<file path="src/rtl/serial_word_comparator.sv">
// serial_word_comparator
//
// Multi-cycle unsigned magnitude comparator. The two operands are walked
// MSB-first in 2-bit slices, one slice per clock. The first slice that
// differs decides the result, and that decision is then held (sticky) for
// the rest of the operation. This avoids a wide combinational compare cone.
//
// Build option:
//   SERIAL_CMP_EARLY_EXIT_EN  defined   -> finish on the first differing slice
//                                          (latency 1..N cycles)
//                             undefined -> always walk all N slices
//                                          (latency fixed at N cycles)
//   The result values are the same in both builds. Only busy/done timing differs.
//
// Ports:
//   clk      rising-edge clock
//   rst      synchronous, active-high reset
//   start    compare request, sampled only while idle
//   a, b     WIDTH-bit unsigned operands, captured when start is accepted
//   busy     high while the comparison is running
//   done     one-cycle pulse when the result is registered
//   greater  a > b  (held until the next accepted start)
//   equal    a == b (held until the next accepted start)
//   less     a < b  (held until the next accepted start)

module serial_word_comparator #(
  parameter int WIDTH = 8
) (
  input  logic             clk,
  input  logic             rst,
  input  logic             start,
  input  logic [WIDTH-1:0] a,
  input  logic [WIDTH-1:0] b,
  output logic             busy,
  output logic             done,
  output logic             greater,
  output logic             equal,
  output logic             less
);

  localparam int N    = WIDTH / 2;
  localparam int IDXW = (N > 1) ? $clog2(N) : 1;

  typedef enum logic {
    ST_IDLE,
    ST_RUN
  } state_t;

  typedef enum logic [1:0] {
    DEC_NONE = 2'b00,
    DEC_GT   = 2'b01,
    DEC_LT   = 2'b10
  } dec_t;

  state_t            state;
  dec_t              dec;
  dec_t              dec_next;
  logic [IDXW-1:0]   idx;
  logic [WIDTH-1:0]  a_q;
  logic [WIDTH-1:0]  b_q;

  logic [1:0]        sa;
  logic [1:0]        sb;
  logic              slice_gt;
  logic              slice_lt;
  logic              finish;

  // Slice selection and the 2-bit greater/less equations for the current slice.
  // NOTE: every signal written in this always_comb is given a default first,
  // so no path leaves a signal unassigned and no latch is inferred.
  always_comb begin
    sa       = a_q[{idx, 1'b0} +: 2];
    sb       = b_q[{idx, 1'b0} +: 2];
    slice_gt = (sa[1] & ~sb[1]) | (~(sa[1] ^ sb[1]) & sa[0] & ~sb[0]);
    slice_lt = (~sa[1] & sb[1]) | (~(sa[1] ^ sb[1]) & ~sa[0] & sb[0]);

    // The first difference wins; later slices never override it.
    dec_next = dec;
    if (dec == DEC_NONE) begin
      if (slice_gt)      dec_next = DEC_GT;
      else if (slice_lt) dec_next = DEC_LT;
    end

`ifdef SERIAL_CMP_EARLY_EXIT_EN
    finish = (idx == '0) || slice_gt || slice_lt;
`else
    finish = (idx == '0);
`endif
  end

  // NOTE: all state is updated with non-blocking assignments so every register
  // samples values from before the edge, independent of statement order.
  always_ff @(posedge clk) begin
    if (rst) begin
      state   <= ST_IDLE;
      busy    <= 1'b0;
      done    <= 1'b0;
      greater <= 1'b0;
      equal   <= 1'b0;
      less    <= 1'b0;
      idx     <= '0;
      dec     <= DEC_NONE;
      // NOTE: a_q/b_q are pure datapath copies. They are always loaded before
      // they are read, so they are left out of reset.
    end else begin
      done <= 1'b0;
      case (state)
        ST_IDLE: begin
          if (start) begin
            a_q     <= a;
            b_q     <= b;
            idx     <= IDXW'(N - 1);
            dec     <= DEC_NONE;
            greater <= 1'b0;
            equal   <= 1'b0;
            less    <= 1'b0;
            busy    <= 1'b1;
            state   <= ST_RUN;
          end
        end

        ST_RUN: begin
          dec <= dec_next;
          if (finish) begin
            greater <= (dec_next == DEC_GT);
            less    <= (dec_next == DEC_LT);
            equal   <= (dec_next == DEC_NONE);
            done    <= 1'b1;
            busy    <= 1'b0;
            state   <= ST_IDLE;
          end else begin
            idx <= idx - 1'b1;
          end
        end

        default: state <= ST_IDLE;
      endcase
    end
  end

endmodule

</file>
<file path="config.mk">
export PLATFORM = sky130hd
export DESIGN_NAME = serial_word_comparator
export DESIGN_NICKNAME = d
export VERILOG_FILES = /design/src/rtl/serial_word_comparator.sv
export SDC_FILE = /design/constraint.sdc
export NUM_CORES = 1
export LEC_CHECK = 0
export CAP_MARGIN = 20
export CORE_MARGIN = 5
export CORE_UTILIZATION = 44
export CTS_CLUSTER_DIAMETER = 30
export DETAILED_ROUTE_END_ITERATION = 16
export GPL_ROUTABILITY_DRIVEN = 0
export HOLD_SLACK_MARGIN = 0.03
export PLACE_DENSITY = 0.71
export SYNTH_ARGS = -nofsm -noshare
export SYNTH_HDL_FRONTEND = slang
export SYNTH_SLANG_ARGS = --single-unit
</file>
<file path="constraint.sdc">
create_clock -name clk -period 6.5 [get_ports clk]
set_input_delay 0.975 -clock clk [delete_from_list [all_inputs] [get_ports clk]]
set_output_delay 0.975 -clock clk [all_outputs]
set_load 0.01 [all_outputs]
</file>
==> Implementation_results.wiki <==
{| class="wikitable"
! Metric !! Value
|-
| Post-detailed-route via-to-cell ratio || about 5.3
|-
| Area added between synthesis and finish || 29.1%
|-
| Run status || finished, final reports clean
|-
| Min-delay worst type || flip-flop to flip-flop
|-
| Skew-Pair Late Insertion Delay || about 0.32 ns
|-
| Number of cells on the worst hold path || 2
|-
| Leading cell types in the layout, fill and taps excluded || 23 x sky130_fd_sc_hd__clkdlybuf4s50_1, 16 x sky130_fd_sc_hd__edfxtp_1, 10 x sky130_fd_sc_hd__dfxtp_1
|-
| Crit path capture type || flip-flop
|-
| Worst Slack Setup Final || ~4 ns
|-
| Total clock sinks || 26
|-
| FF-to-FF path depth || 7
|-
| Area enclosed by the die boundary || about 3500 µm²
|-
| Slew headroom || between 70% and 80%
|-
| Floorplan die width || 59.3 µm
|-
| Hold worst-path end || less$_SDFFE_PP0P_
|-
| Register clock-pin slew on the reported worst setup and hold paths || 0.14 ns
|-
| Final worst path period share || a little under 40%
|-
| Nature of the critical path startpoint || flip-flop
|-
| Worst Clk Skew || 0.00480 ns
|-
| Mean area per synthesized cell || 14.3 µm²
|-
| Pre-CTS setup slack || between 3 and 4 ns
|-
| Total setup buffers inserted after CTS || 0
|-
| Leak || around 0.5 nW
|-
| Mapped cell area || between 1000 and 1500 µm²
|-
| Vias in the first global route || about 660
|-
| Count of state elements after synthesis || 26
|-
| Setup_tns || 0 ns
|-
| RR Startpoint || idx[0]$_SDFFE_PP0P_
|-
| Pre-antenna DRT Iters || 4
|-
| GRT Util Overall || between 10% and 20%
|-
| # fillers || around 180
|-
| TritonCTS clock tree || built
|-
| Total via count after detailed routing || approximately 670
|-
| Power density normalized to cell area || 265 nW/µm²
|-
| Worst-path fanout max || 8
|-
| Antenna violations before repair || 0
|-
| Max Fclk || 395 MHz
|-
| Number of buffers inserted by port buffering || 23
|-
| Cells along the critical path || mux4_1 > ha_1 > nand2_1 > o22a_2 > a31o_1 > a31oi_2 > a32o_2
|-
| Synthesized Nets || 97
|-
| Initial Utilization || 47.0%
|-
| PostCTS Resize Cnt || 0
|-
| Clock Tree Buf Depth || 2
|-
| TritonCTS Buffers || 3
|-
| Maximum VDD drop || about 170 µV
|-
| Number of instances in the synthesized netlist || 75
|-
| Master of the slowest instance on the critical path || sky130_fd_sc_hd__mux4_1
|-
| Initial DRC Count || 38
|-
| Placed instance area || about 1300 µm²
|-
| Critical path arrival || between 2 and 3 ns
|-
| Core region area || 2280 µm²
|-
| Final ANT Viol Nets || 0
|-
| Number of I/O pins || 24
|-
| Maximum number of pins on one net before global-route repair || 17
|-
| Number of hold-slack violations in the final timing report || 0
|-
| Final cell count without fillers || roughly 130
|-
| Std cell rows || 17
|-
| Post-route DRC violation count || 0
|-
| Number of H-tree levels || 1
|-
| Slack of the worst reg-to-reg path || slightly below 4 ns
|-
| CP required || 6.77 ns
|-
| Average wire length per cell after detail routing || ~13 µm
|-
| Unrepaired setup endpoints after global routing || no
|-
| First-pass GRT wire length || between 2 and 3 mm
|-
| Slew at the pin with the worst max-slew slack || between 0.3 and 0.4 ns
|-
| Final setup violation count || 0
|-
| Beginning of the worst hold path || less$_SDFFE_PP0P_
|-
| Sum of routed wire length over all layers || roughly 1.7 mm
|-
| Share of final-layout standard cells stronger than drive strength 1 || roughly 14%
|-
| Diode count || 0
|-
| Max-cap violations || 0
|-
| Worst-case hold slack || 0.481 ns
|-
| Die Ht || between 50 and 60 µm
|-
| Time the worst path needs with I/O delays and setup || 2.53 ns
|-
| Buffer type at the clock tree root || sky130_fd_sc_hd__clkbuf_4
|-
| Nets || about 120
|-
| Largest stage delay, worst path || between 0.6 and 0.7 ns
|-
| Part of the Yosys area used for sequential elements || between 60 and 70%
|-
| CP Class || flip-flop to flip-flop
|-
| Post-route cell area || around 1400 µm²
|-
| Max-slew violations || 0
|-
| Aggregate global routing overflow || 0
|-
| Cell Count Post-Placement || around 120
|-
| HPWL after detailed placement || 1.28 mm
|-
| Number of hold buffers added after CTS || 0
|-
| Ys Warns || 0
|-
| Yosys cell types || 32
|-
| Endpoint of the worst-slack reg-to-reg timing path || greater$_SDFFE_PP0P_
|-
| Leading cell type in the layout, fill and taps excluded || sky130_fd_sc_hd__clkdlybuf4s50_1
|}
==> synth_stat cells <==
cell type	n	area, µm²
sky130_fd_sc_hd__nand2b_2	1	8.76
sky130_fd_sc_hd__and2_2	1	7.51
sky130_fd_sc_hd__o21ai_0	1	5.00
sky130_fd_sc_hd__a21oi_1	3	15.0
sky130_fd_sc_hd__a32o_1	1	10.0
sky130_fd_sc_hd__mux4_2	1	22.5
sky130_fd_sc_hd__ha_1	3	37.5
sky130_fd_sc_hd__o22a_2	1	10.0
sky130_fd_sc_hd__nor3_1	2	10.0
sky130_fd_sc_hd__o21a_1	1	7.51
sky130_fd_sc_hd__a221oi_1	1	8.76
sky130_fd_sc_hd__mux4_1	2	52.6
sky130_fd_sc_hd__a31o_1	1	8.76
sky130_fd_sc_hd__nor3b_1	1	7.51
sky130_fd_sc_hd__a32o_2	1	11.3
sky130_fd_sc_hd__a31oi_1	1	6.26
sky130_fd_sc_hd__mux2i_1	2	20.0
sky130_fd_sc_hd__dfxtp_1	10	200
sky130_fd_sc_hd__a211oi_1	1	7.51
sky130_fd_sc_hd__nor3b_2	1	12.5
sky130_fd_sc_hd__clkbuf_1	1	3.75
sky130_fd_sc_hd__buf_4	1	7.51
sky130_fd_sc_hd__edfxtp_1	16	480
sky130_fd_sc_hd__nor2_1	5	18.8
sky130_fd_sc_hd__nand3_1	1	5.00
sky130_fd_sc_hd__a21oi_2	1	8.76
sky130_fd_sc_hd__o41ai_1	1	8.76
sky130_fd_sc_hd__a31oi_2	1	12.5
sky130_fd_sc_hd__inv_1	6	22.5
sky130_fd_sc_hd__nor2b_1	1	6.26
sky130_fd_sc_hd__nand2_1	4	15.0
sky130_fd_sc_hd__buf_6	1	11.3
==> cell type report <==
class | count | area, µm² | share of cell area [%]
inverters | 6 | 22.5 | 1.63
clock buffers | 3 | 22.5 | 1.63
flip-flops and latches | 26 | 681 | 49.3
repair buffers | 24 | 241 | 17.5
clock inverters | 1 | 30.0 | 2.17
multi-input cells | 40 | 349 | 25.3
well taps | 28 | 35.0 | 2.54
==> worst max-delay path by stage <==
stage / end / startpoint / slack [ns] / cells past startpoint
finish: greater$_SDFFE_PP0P_ / idx[0]$_SDFFE_PP0P_ / 3.97 / 7
global route: greater$_SDFFE_PP0P_ / idx[0]$_SDFFE_PP0P_ / 3.81 / 7
CTS: a_q[0]$_DFFE_PP_ / rst / 3.94 / 2
detailed placement: a_q[4]$_DFFE_PP_ / rst / 3.55 / 2
global placement: b_q[1]$_DFFE_PP_ / rst / 3.61 / 2
floorplan: a_q[0]$_DFFE_PP_ / rst / 3.77 / 2
==> cells by family (layout without fill, tap and decap cells) <==
logic type,count (synthesis),count (layout),share of synthesized area [%]
flops,26,26,63.6
fa+ha+maj,3,3,3.51
simple gates,17,17,8.54
mux,5,5,8.89
compound gates,15,15,11.2
buf+inv,9,34,4.21
==> where the power goes <==
group | internal, mW | switching [mW] | total, mW | leakage [nW]
Combinational | 0.0352 | 0.0296 | 0.0647 | 0.241
Sequential | 0.185 | 0.00737 | 0.192 | 0.230
Clock | 0.0623 | 0.0468 | 0.109 | 0.0279
Total | 0.283 | 0.0837 | 0.366 | 0.500
==> sequential cells by signal, summed over array words and instances (netlist names) <==
signal	count
greater	1
done	1
idx	2
busy	1
dec	2
equal	1
a_q	8
state	1
less	1
b_q	8
==> critical path: cells and delay by family (launching register included) <==
kind | cells | cell delay [ns]
compound gates | 4 | 0.89
fa+ha+maj | 1 | 0.36
mux | 1 | 0.62
simple gates | 1 | 0.07
flops | 1 | 0.54
==> per-layer routing <==
layer  GRT usage, %  wire length [µm]  part of all wire (%)  vias to the layer above
met5              0                 0                     0                        -
met4           1.94                14                  0.82                        0
met2           18.1               835                    49                       21
met1           12.8               759                    44                      320
li1               -                 -                     -                      330
met3           5.23               107                   6.2                        2
==> per-stage QoR <==
step / total power, mW / utilization [%]
2_1_floorplan: 0.239 / -
3_3_place_gp: 0.258 / 57.9
3_5_place_dp: 0.261 / 57.9
4_1_cts: 0.369 / 60.2
5_1_grt: 0.383 / 60.7
6_report: 0.366 / 60.7
No activity file was read; power rests on OpenSTA's default activity.
